File: src/rtl/seq_bit_serializer_if.sv
// Word handshake between an upstream producer and seq_bit_serializer.
//   data_in    : word to serialize (WIDTH bits)
//   data_valid : data_in is valid this cycle
//   data_ready : serializer holding register can accept a word
interface seq_bit_serializer_if #(
    parameter int unsigned WIDTH = 8
);
    logic [WIDTH-1:0] data_in;
    logic             data_valid;
    logic             data_ready;

    modport master (
        output data_in,
        output data_valid,
        input  data_ready
    );

    modport slave (
        input  data_in,
        input  data_valid,
        output data_ready
    );
endinterface

File: src/rtl/seq_bit_serializer.sv
// Parallel-to-serial source stage feeding SEQ_BLK.in. Accepts WIDTH-bit words over a
// valid/ready handshake into a one-word holding register and shifts them out one bit
// per clock, separated by GAP idle cycles.
//   clk        : rising-edge clock
//   rst        : synchronous active-high reset
//   bus        : word handshake (slave side): data_in, data_valid, data_ready
//   ser_out    : serial bit
//   ser_active : ser_out carries a data bit
//   ser_last   : last bit of the current word
module seq_bit_serializer #(
    parameter int unsigned WIDTH     = 8,
    parameter int unsigned GAP       = 2,
    parameter bit          MSB_FIRST = 1'b1
) (
    input  logic                  clk,
    input  logic                  rst,
    seq_bit_serializer_if.slave   bus,
    output logic                  ser_out,
    output logic                  ser_active,
    output logic                  ser_last
);

    localparam int unsigned CNT_W = $clog2(WIDTH);
    localparam int unsigned GAP_W = 4;
    localparam logic [CNT_W-1:0] BIT_LAST = CNT_W'(WIDTH - 1);
    // GAP==0 never enters S_GAP, so its terminal value is irrelevant there.
    localparam logic [GAP_W-1:0] GAP_LAST = (GAP == 0) ? '0 : GAP_W'(GAP - 1);

    typedef enum logic [1:0] {
        S_IDLE  = 2'd0,
        S_SHIFT = 2'd1,
        S_GAP   = 2'd2
    } state_t;

    state_t           state;
    state_t           state_nxt;
    logic [WIDTH-1:0] hold;
    logic [WIDTH-1:0] shifter;
    logic             hold_full;
    logic [CNT_W-1:0] bit_cnt;
    logic [GAP_W-1:0] gap_cnt;

    logic             load_c;
    logic             accept_c;
    logic             bit_end_c;
    logic             gap_end_c;

    assign accept_c  = bus.data_valid && !hold_full;
    assign bit_end_c = (state == S_SHIFT) && (bit_cnt == BIT_LAST);
    assign gap_end_c = (state == S_GAP) && (gap_cnt == GAP_LAST);

    // State register
    always_ff @(posedge clk) begin
        if (rst) begin
            state <= S_IDLE;
        end else begin
            state <= state_nxt;
        end
    end

    // Next-state and load decision
    always_comb begin
        state_nxt = state;
        load_c    = 1'b0;
        case (state)
            S_IDLE: begin
                if (hold_full) begin
                    load_c    = 1'b1;
                    state_nxt = S_SHIFT;
                end
            end
            S_SHIFT: begin
                if (bit_end_c) begin
                    if (GAP != 0) begin
                        state_nxt = S_GAP;
                    end else if (hold_full) begin
                        load_c    = 1'b1;
                        state_nxt = S_SHIFT;
                    end else begin
                        state_nxt = S_IDLE;
                    end
                end
            end
            S_GAP: begin
                if (gap_end_c) begin
                    if (hold_full) begin
                        load_c    = 1'b1;
                        state_nxt = S_SHIFT;
                    end else begin
                        state_nxt = S_IDLE;
                    end
                end
            end
            default: state_nxt = S_IDLE;
        endcase
    end

    // Holding register, shifter and counters
    always_ff @(posedge clk) begin
        if (rst) begin
            hold      <= '0;
            hold_full <= 1'b0;
            shifter   <= '0;
            bit_cnt   <= '0;
            gap_cnt   <= '0;
        end else begin
            // A load only happens with hold_full set, so it never coincides with an accept.
            if (load_c) begin
                shifter   <= hold;
                hold_full <= 1'b0;
            end else begin
                if (accept_c) begin
                    hold      <= bus.data_in;
                    hold_full <= 1'b1;
                end
                if (state == S_SHIFT) begin
                    shifter <= MSB_FIRST ? {shifter[WIDTH-2:0], 1'b0}
                                         : {1'b0, shifter[WIDTH-1:1]};
                end
            end

            if (load_c || bit_end_c) begin
                bit_cnt <= '0;
            end else if (state == S_SHIFT) begin
                bit_cnt <= bit_cnt + CNT_W'(1);
            end

            if ((state == S_GAP) && !gap_end_c) begin
                gap_cnt <= gap_cnt + GAP_W'(1);
            end else begin
                gap_cnt <= '0;
            end
        end
    end

    // Outputs decoded from registered state only
    always_comb begin
        bus.data_ready = !hold_full;
        ser_out        = 1'b0;
        ser_active     = 1'b0;
        ser_last       = 1'b0;
        if (state == S_SHIFT) begin
            ser_out    = MSB_FIRST ? shifter[WIDTH-1] : shifter[0];
            ser_active = 1'b1;
            ser_last   = (bit_cnt == BIT_LAST);
        end
    end

endmodule

File: src/flat_wrapper.sv
// flat-port wrapper written by rule: the top's interface ports become plain ports
module seq_bit_serializer_flat 
#(
    parameter int unsigned WIDTH     = 8,
    parameter int unsigned GAP       = 2,
    parameter bit          MSB_FIRST = 1'b1
)
  (clk, rst, ser_out, ser_active, ser_last, bus_data_in, bus_data_valid, bus_data_ready);
  seq_bit_serializer_if #(.WIDTH(WIDTH)) bus_i ();
  input  logic clk;
  input  logic rst;
  output logic ser_out;
  output logic ser_active;
  output logic ser_last;
  input wire logic [$bits(bus_i.data_in)-1:0] bus_data_in;
  input wire logic [$bits(bus_i.data_valid)-1:0] bus_data_valid;
  output wire logic [$bits(bus_i.data_ready)-1:0] bus_data_ready;
  assign bus_i.data_in = bus_data_in;
  assign bus_i.data_valid = bus_data_valid;
  assign bus_data_ready = bus_i.data_ready;
  seq_bit_serializer #(.WIDTH(WIDTH), .GAP(GAP), .MSB_FIRST(MSB_FIRST)) u_core (.clk(clk), .rst(rst), .bus(bus_i), .ser_out(ser_out), .ser_active(ser_active), .ser_last(ser_last));
endmodule
File: config.mk
export PLATFORM = sky130hd
export DESIGN_NAME = seq_bit_serializer_flat
export DESIGN_NICKNAME = d
export VERILOG_FILES = /design/src/rtl/seq_bit_serializer_if.sv /design/src/rtl/seq_bit_serializer.sv /design/src/flat_wrapper.sv
export SDC_FILE = /design/constraint.sdc
export NUM_CORES = 1
export LEC_CHECK = 0
export CAP_MARGIN = 20
export CORE_MARGIN = 3
export CORE_UTILIZATION = 35
export CTS_CLUSTER_DIAMETER = 100
export CTS_CLUSTER_SIZE = 25
export DETAILED_ROUTE_END_ITERATION = 7
export DONT_BUFFER_PORTS = 1
export MAX_ROUTING_LAYER = met4
export PLACE_DENSITY_LB_ADDON = 0.3
export SYNTH_ARGS = -nofsm -noshare
export SYNTH_HDL_FRONTEND = slang
export SYNTH_SLANG_ARGS = --single-unit
File: constraint.sdc
create_clock -name clk -period 1.99 [get_ports clk]
set_input_delay 0.199 -clock clk [delete_from_list [all_inputs] [get_ports clk]]
set_output_delay 0.199 -clock clk [all_outputs]
set_load 0.02 [all_outputs]
Yosys cells after proc, flatten, opt, wreduce, memory -nomap -nowiden. Cells that the tools add are included.

Register bits: 26. Output and inout port bits: 4. Logic and storage cells: 44.

$add $sub $neg: 2. Eq/ne operators: 7. Mux-type cells: 13. Bitwise logic cells: 2. Reductions and logical operators: 14.

Operators by type and width (count): $mux 8 (2); $mux 1 (6); $mux 2 (3); $ne 2x1->1 const B (3); $pmux 2 s3 (1); $reduce_or 2->1 (3); $add 4x1->4 const B (1); $eq 4x1->1 const B (1); $logic_and 1x1->1 (4); $add 3x1->3 const B (1); $eq 3x3->1 const B (1); $reduce_and 3->1 (1); $eq 2x1->1 const B (1); $eq 2x2->1 const B (1); $logic_not 1->1 (2); $logic_not 2->1 (1); $not 1->1 (2); $pmux 1 s2 (1); $reduce_and 2->1 (1); $reduce_bool 2->1 (1); $logic_or 1x1->1 (1).

Depth between registers and ports, before layout.
Depth in word-level cells: 6. Mapped depth: 6. Depth with buffers taken out: 5.

Worst setup path after synthesis. No wires, ideal clock.

Path kind: reg-to-reg. Start point: register u_core.gap_cnt[0]. End point: register u_core.shifter[1]. Setup time: 91 ps. Arrival time: 1387 ps. Data required time: 1899 ps. Slack: 512 ps. Stages on the path, launching flop included: 6. Path buffers: 1. Clock period less this slack: 1478 ps. Cell sequence: dfxtp_1 > ha_1 > or3b_1 > buf_6 > a21o_4 > a311oi_1.

Word-level cells in the longest chain between the ends: 5. Elaborated cells between the ends (all ways): 6. Classes of those cells: eq/ne (1); mux (3); reduce/logical (2).

RTL lines: start: declaration (RTL line seq_bit_serializer.sv:41) `logic [GAP_W-1:0] gap_cnt;`; start signal: assignment (RTL line seq_bit_serializer.sv:129) `gap_cnt <= gap_cnt + GAP_W'(1);`; $eq 4x1->1 * (RTL line seq_bit_serializer.sv:50) `assign gap_end_c = (state == S_GAP) && (gap_cnt == GAP_LAST);`; $logic_and 1x1->1 * (RTL line seq_bit_serializer.sv:50); $mux 1 * (RTL line seq_bit_serializer.sv:85) `if (gap_end_c) begin`; $pmux 1 s2 * (RTL line seq_bit_serializer.sv:65) `case (state)`; $mux 8 or $reduce_bool 2->1 (tied branches); end signal: assignment (RTL line seq_bit_serializer.sv:109) `shifter <= hold;`; end signal: assignment (RTL line seq_bit_serializer.sv:117) `shifter <= MSB_FIRST ? {shifter[WIDTH-2:0], 1'b0}`; end: declaration (RTL line seq_bit_serializer.sv:38) `logic [WIDTH-1:0] shifter;`.

Every way passes the cells marked *; elsewhere a longest branch is shown, timed or not. A chain may end at the register's enable or synchronous reset.

Worst setup path in the final report.
Start point: register u_core.state[1]. End point: output ser_out.

Word-level cells in the longest chain between the ends: 2.

RTL lines: start: declaration (RTL line seq_bit_serializer.sv:35) `state_t state;`; start signal: assignment (RTL line seq_bit_serializer.sv:57) `state <= state_nxt;`; $eq 2x1->1 (RTL line seq_bit_serializer.sv:142) `if (state == S_SHIFT) begin`; $mux 1 (RTL line seq_bit_serializer.sv:142); end: declaration (RTL line flat_wrapper.sv:12) `output logic ser_out;`.

No other way between the ends.

==> key figures <==
Clock network
  – Clk buf depth: 2
  – CTS tree: yes
  – Clk pin slew, worst setup/hold paths: 150 ps
  – Post-CTS Setup Bufs: 0
  – Worst-skew pair later-pin latency: between 300 and 400 ps
  – CTS H-tree lvls: 1
  – CTS root buf: clkbuf_4
  – CTS buffer count: 3
  – CTS Sinks: 26

Synth
  – Most frequent cell after synthesis: dfxtp_1
  – Synth Cell Area: 1120 um^2
  – Yosys top cell area share: between 40% and 50%
  – Synth cell count leaders: 26 x dfxtp_1, 15 x nand2_1, 14 x nor2_1
  – Post-Synth Simple-Gate Area: 19.8%
  – Main combinational cell family by area after synthesis: simple AND/OR/NAND/NOR gates
  – Sequential share of the synthesized area: between 40% and 50%
  – Syn_area_per_cell: approximately 9.3 um^2
  – Post-Synth XOR/XNOR Area: 1.57%
  – Synth async-reset ratio: 0%
  – FF+latch count, synth: 26
  – Ranking of synthesized cells by area: dfxtp_1 47%, mux2i_1 8.1%, a311oi_1 5.5%
  – Largest area contributor in the netlist: dfxtp_1
  – Mapped Cells: 120
  – Adder-cell share of the synthesized area: under 10%
  – Syn. warnings: 0
  – Post-synthesis mux area share: around 8.1%
  – Post-synth top flop: dfxtp_1
  – Post-Syn Nets: around 140
  – Yosys cell types: 26
  – Post-synth EDFFs: 0
  – Compound-Gate Fraction of Synth Area: about 15%

Cells and area
  – Final Net Count: 136
  – Area growth syn-to-layout: 7.28%
  – N_diodes: 0
  – Fill cells: about 300
  – Share of cells above drive strength 1: about 8.3%
  – Fin area: 1200 um^2

Global routing
  – Gr ovfl total: 0
  – First-pass GRT wire length: 3870 um
  – Initial antenna violation count: 0
  – Vias in the first global route: 810
  – Largest net degree at the start of global routing: 22
  – Total track usage: 12.5%

Floorplanning
  – Die ar.: 3910 um^2
  – Die Y: between 60 and 70 um
  – Rows: 19
  – Core Region: 2900 um^2
  – Initial Util: approximately two fifths
  – Die W: 62.5 um
  – # IOs: 15

Status
  – Status: finished, final reports clean

Timing
  – Fin crit share: between 80% and 90%
  – Fin crit period: roughly 1700 ps
  – Worst-margin pin slew: about 760 ps
  – RSZ-0062 raised after global routing: false
  – Post-Route Setup TNS: 0 ps
  – Slew headroom: about half
  – Slew Limit Fails: 0
  – Endpoints failing setup: 0
  – F_max: roughly 0.57 GHz
  – Hold Fails Final Rpt: 0
  – Fin Clk Skew: ~14 ps

Pwr
  – Leakage: 0.444 nW
  – VDD IR-drop max: ~0.60 mV
  – Pwr Density: about 800 nW/um^2

Hold path
  – HP Class: in2reg
  – Hold path cells: 2
  – Min-Delay Startpoint: bus_data_in[6]
  – Hold path endpoint: u_core.hold[6]$_SDFFE_PP0P_

Setup path
  – Worst path required time: around 1800 ps
  – Setup CP Type: reg2out
  – Worst endpoint data arrival time: between 1500 and 2000 ps
  – Critical path startpoint: u_core.state[1]$_SDFFE_PP0P_
  – Worst Setup End Kind: output pin
  – Reg-to-Reg End: u_core.shifter[2]$_SDFFE_PP0P_
  – FF-to-FF Start: u_core.gap_cnt[0]$_SDFF_PP0_
  – R2r setup slk: roughly 300 ps
  – Startpoint types: flop
  – Critical Path Fanout Max: 14
  – Worst reg2reg path depth: 4

Drt
  – WL/cell: approximately 13 um
  – Drt pass-1 iters: 4
  – 1st-iter DRT viols: between 40 and 50
  – Drt drc: 0
  – Routed Antenna Nets: 0
  – Via count: a little over 800
  – WL final: 2090 um
  – DR vias/cell: approximately 5.1

Flow run
  – Max_cap viols: 0

Place
  – Post-DP HPWL: 1470 um
  – Routability Congestion: between 0.7 and 0.8
  – Placed cell area: about 1200 um^2
  – Port Buffers: 0
## cell families after synthesis
| family | Yosys count |
|---|---|
| mux | 9 |
| simple gates | 46 |
| flops | 26 |
| fa+ha+maj | 4 |
| xor+xnor | 2 |
| compound gates | 21 |
| buf+inv | 12 |
## final cells by class
class                   instances  area [um^2]  share of cell area, %
well taps                      42         52.6                   4.38
inverters                       4         15.0                   1.25
repair buffers                  4         32.5                   2.71
flip-flops and latches         26          520                   43.4
clock buffers                   4         36.3                   3.03
multi-input cells              82          542                   45.2
## how the worst max path moves through the flow
stage	cells past startpoint	to
floorplan	5	u_core.shifter[1]$_SDFFE_PP0P_
global placement	4	u_core.shifter[2]$_SDFFE_PP0P_
detailed placement	4	u_core.shifter[5]$_SDFFE_PP0P_
CTS	4	ser_last
global route	4	ser_last
finish	3	ser_out
## sequential cells by signal, summed over array words and instances (netlist names)
signal and cells:
u_core.shifter 8, u_core.gap_cnt 4, u_core.hold_full 1, u_core.hold 8
u_core.state 2, u_core.bit_cnt 3
## metrics by stage
stage               total power [mW]  worst slack, ps  utilization [%]  hold WS (ps)  cells
floorplan                      0.675              512                -           310    120
global placement               0.693              354             39.7           272    157
detailed placement             0.697              337             39.7           274    157
CTS                            0.969              133             41.3          9.66    162
global route                    1.02              130             41.3          5.93    162
finish                         0.959              251             41.3          10.6    162
## worst max-delay path, cell delays in order (launching register included)
cell	delay [ps]
dfxtp_1	670
nand2b_1	210
inv_2	110
and2_1	240
## layout by cell type, fill, tap and decap left out, drive strengths merged, types with 2 or more instances in the layout
| cell type | Yosys | routed |
|---|---|---|
| nand3 | 2 | 2 |
| nor2 | 14 | 14 |
| nor3 | 4 | 4 |
| mux2i | 9 | 9 |
| nor4bb | 2 | 2 |
| nand2 | 15 | 15 |
| clkbuf | 5 | 4 |
| buf | 3 | 3 |
| a211oi | 7 | 7 |
| nand2b | 4 | 4 |
| dfxtp | 26 | 26 |
| ha | 4 | 4 |
| a311oi | 7 | 7 |
| a21oi | 5 | 5 |
| inv | 4 | 4 |
## layer usage
metal  share of wire, %  up-vias  routed length (um)  GRT usage, %
met4               0.67        0                  14          2.48
li1                   -      427                   -             -
met1                 53      380                1110          17.2
met5                  0        -                   0             -
met2                 43       12                 900          17.8
met3                3.3        2                  68          3.96
## power by group
part / total (mW) / switching, mW / leakage [nW] / internal [mW]
clock network: 0.267 / 0.155 / 0.0210 / 0.112
logic: 0.120 / 0.0685 / 0.210 / 0.0516
registers: 0.572 / 0.0195 / 0.213 / 0.553
total: 0.959 / 0.243 / 0.444 / 0.716
## timing repair
| action | in CTS | in global routing |
|---|---|---|
| setup endpoints to repair | 0 | 1 |
| hold buffers | 1 | 0 |
| hold endpoints to repair | 21 | 0 |
| resized for setup | 0 | 1 |
No activity file was read; power rests on OpenSTA's default activity.
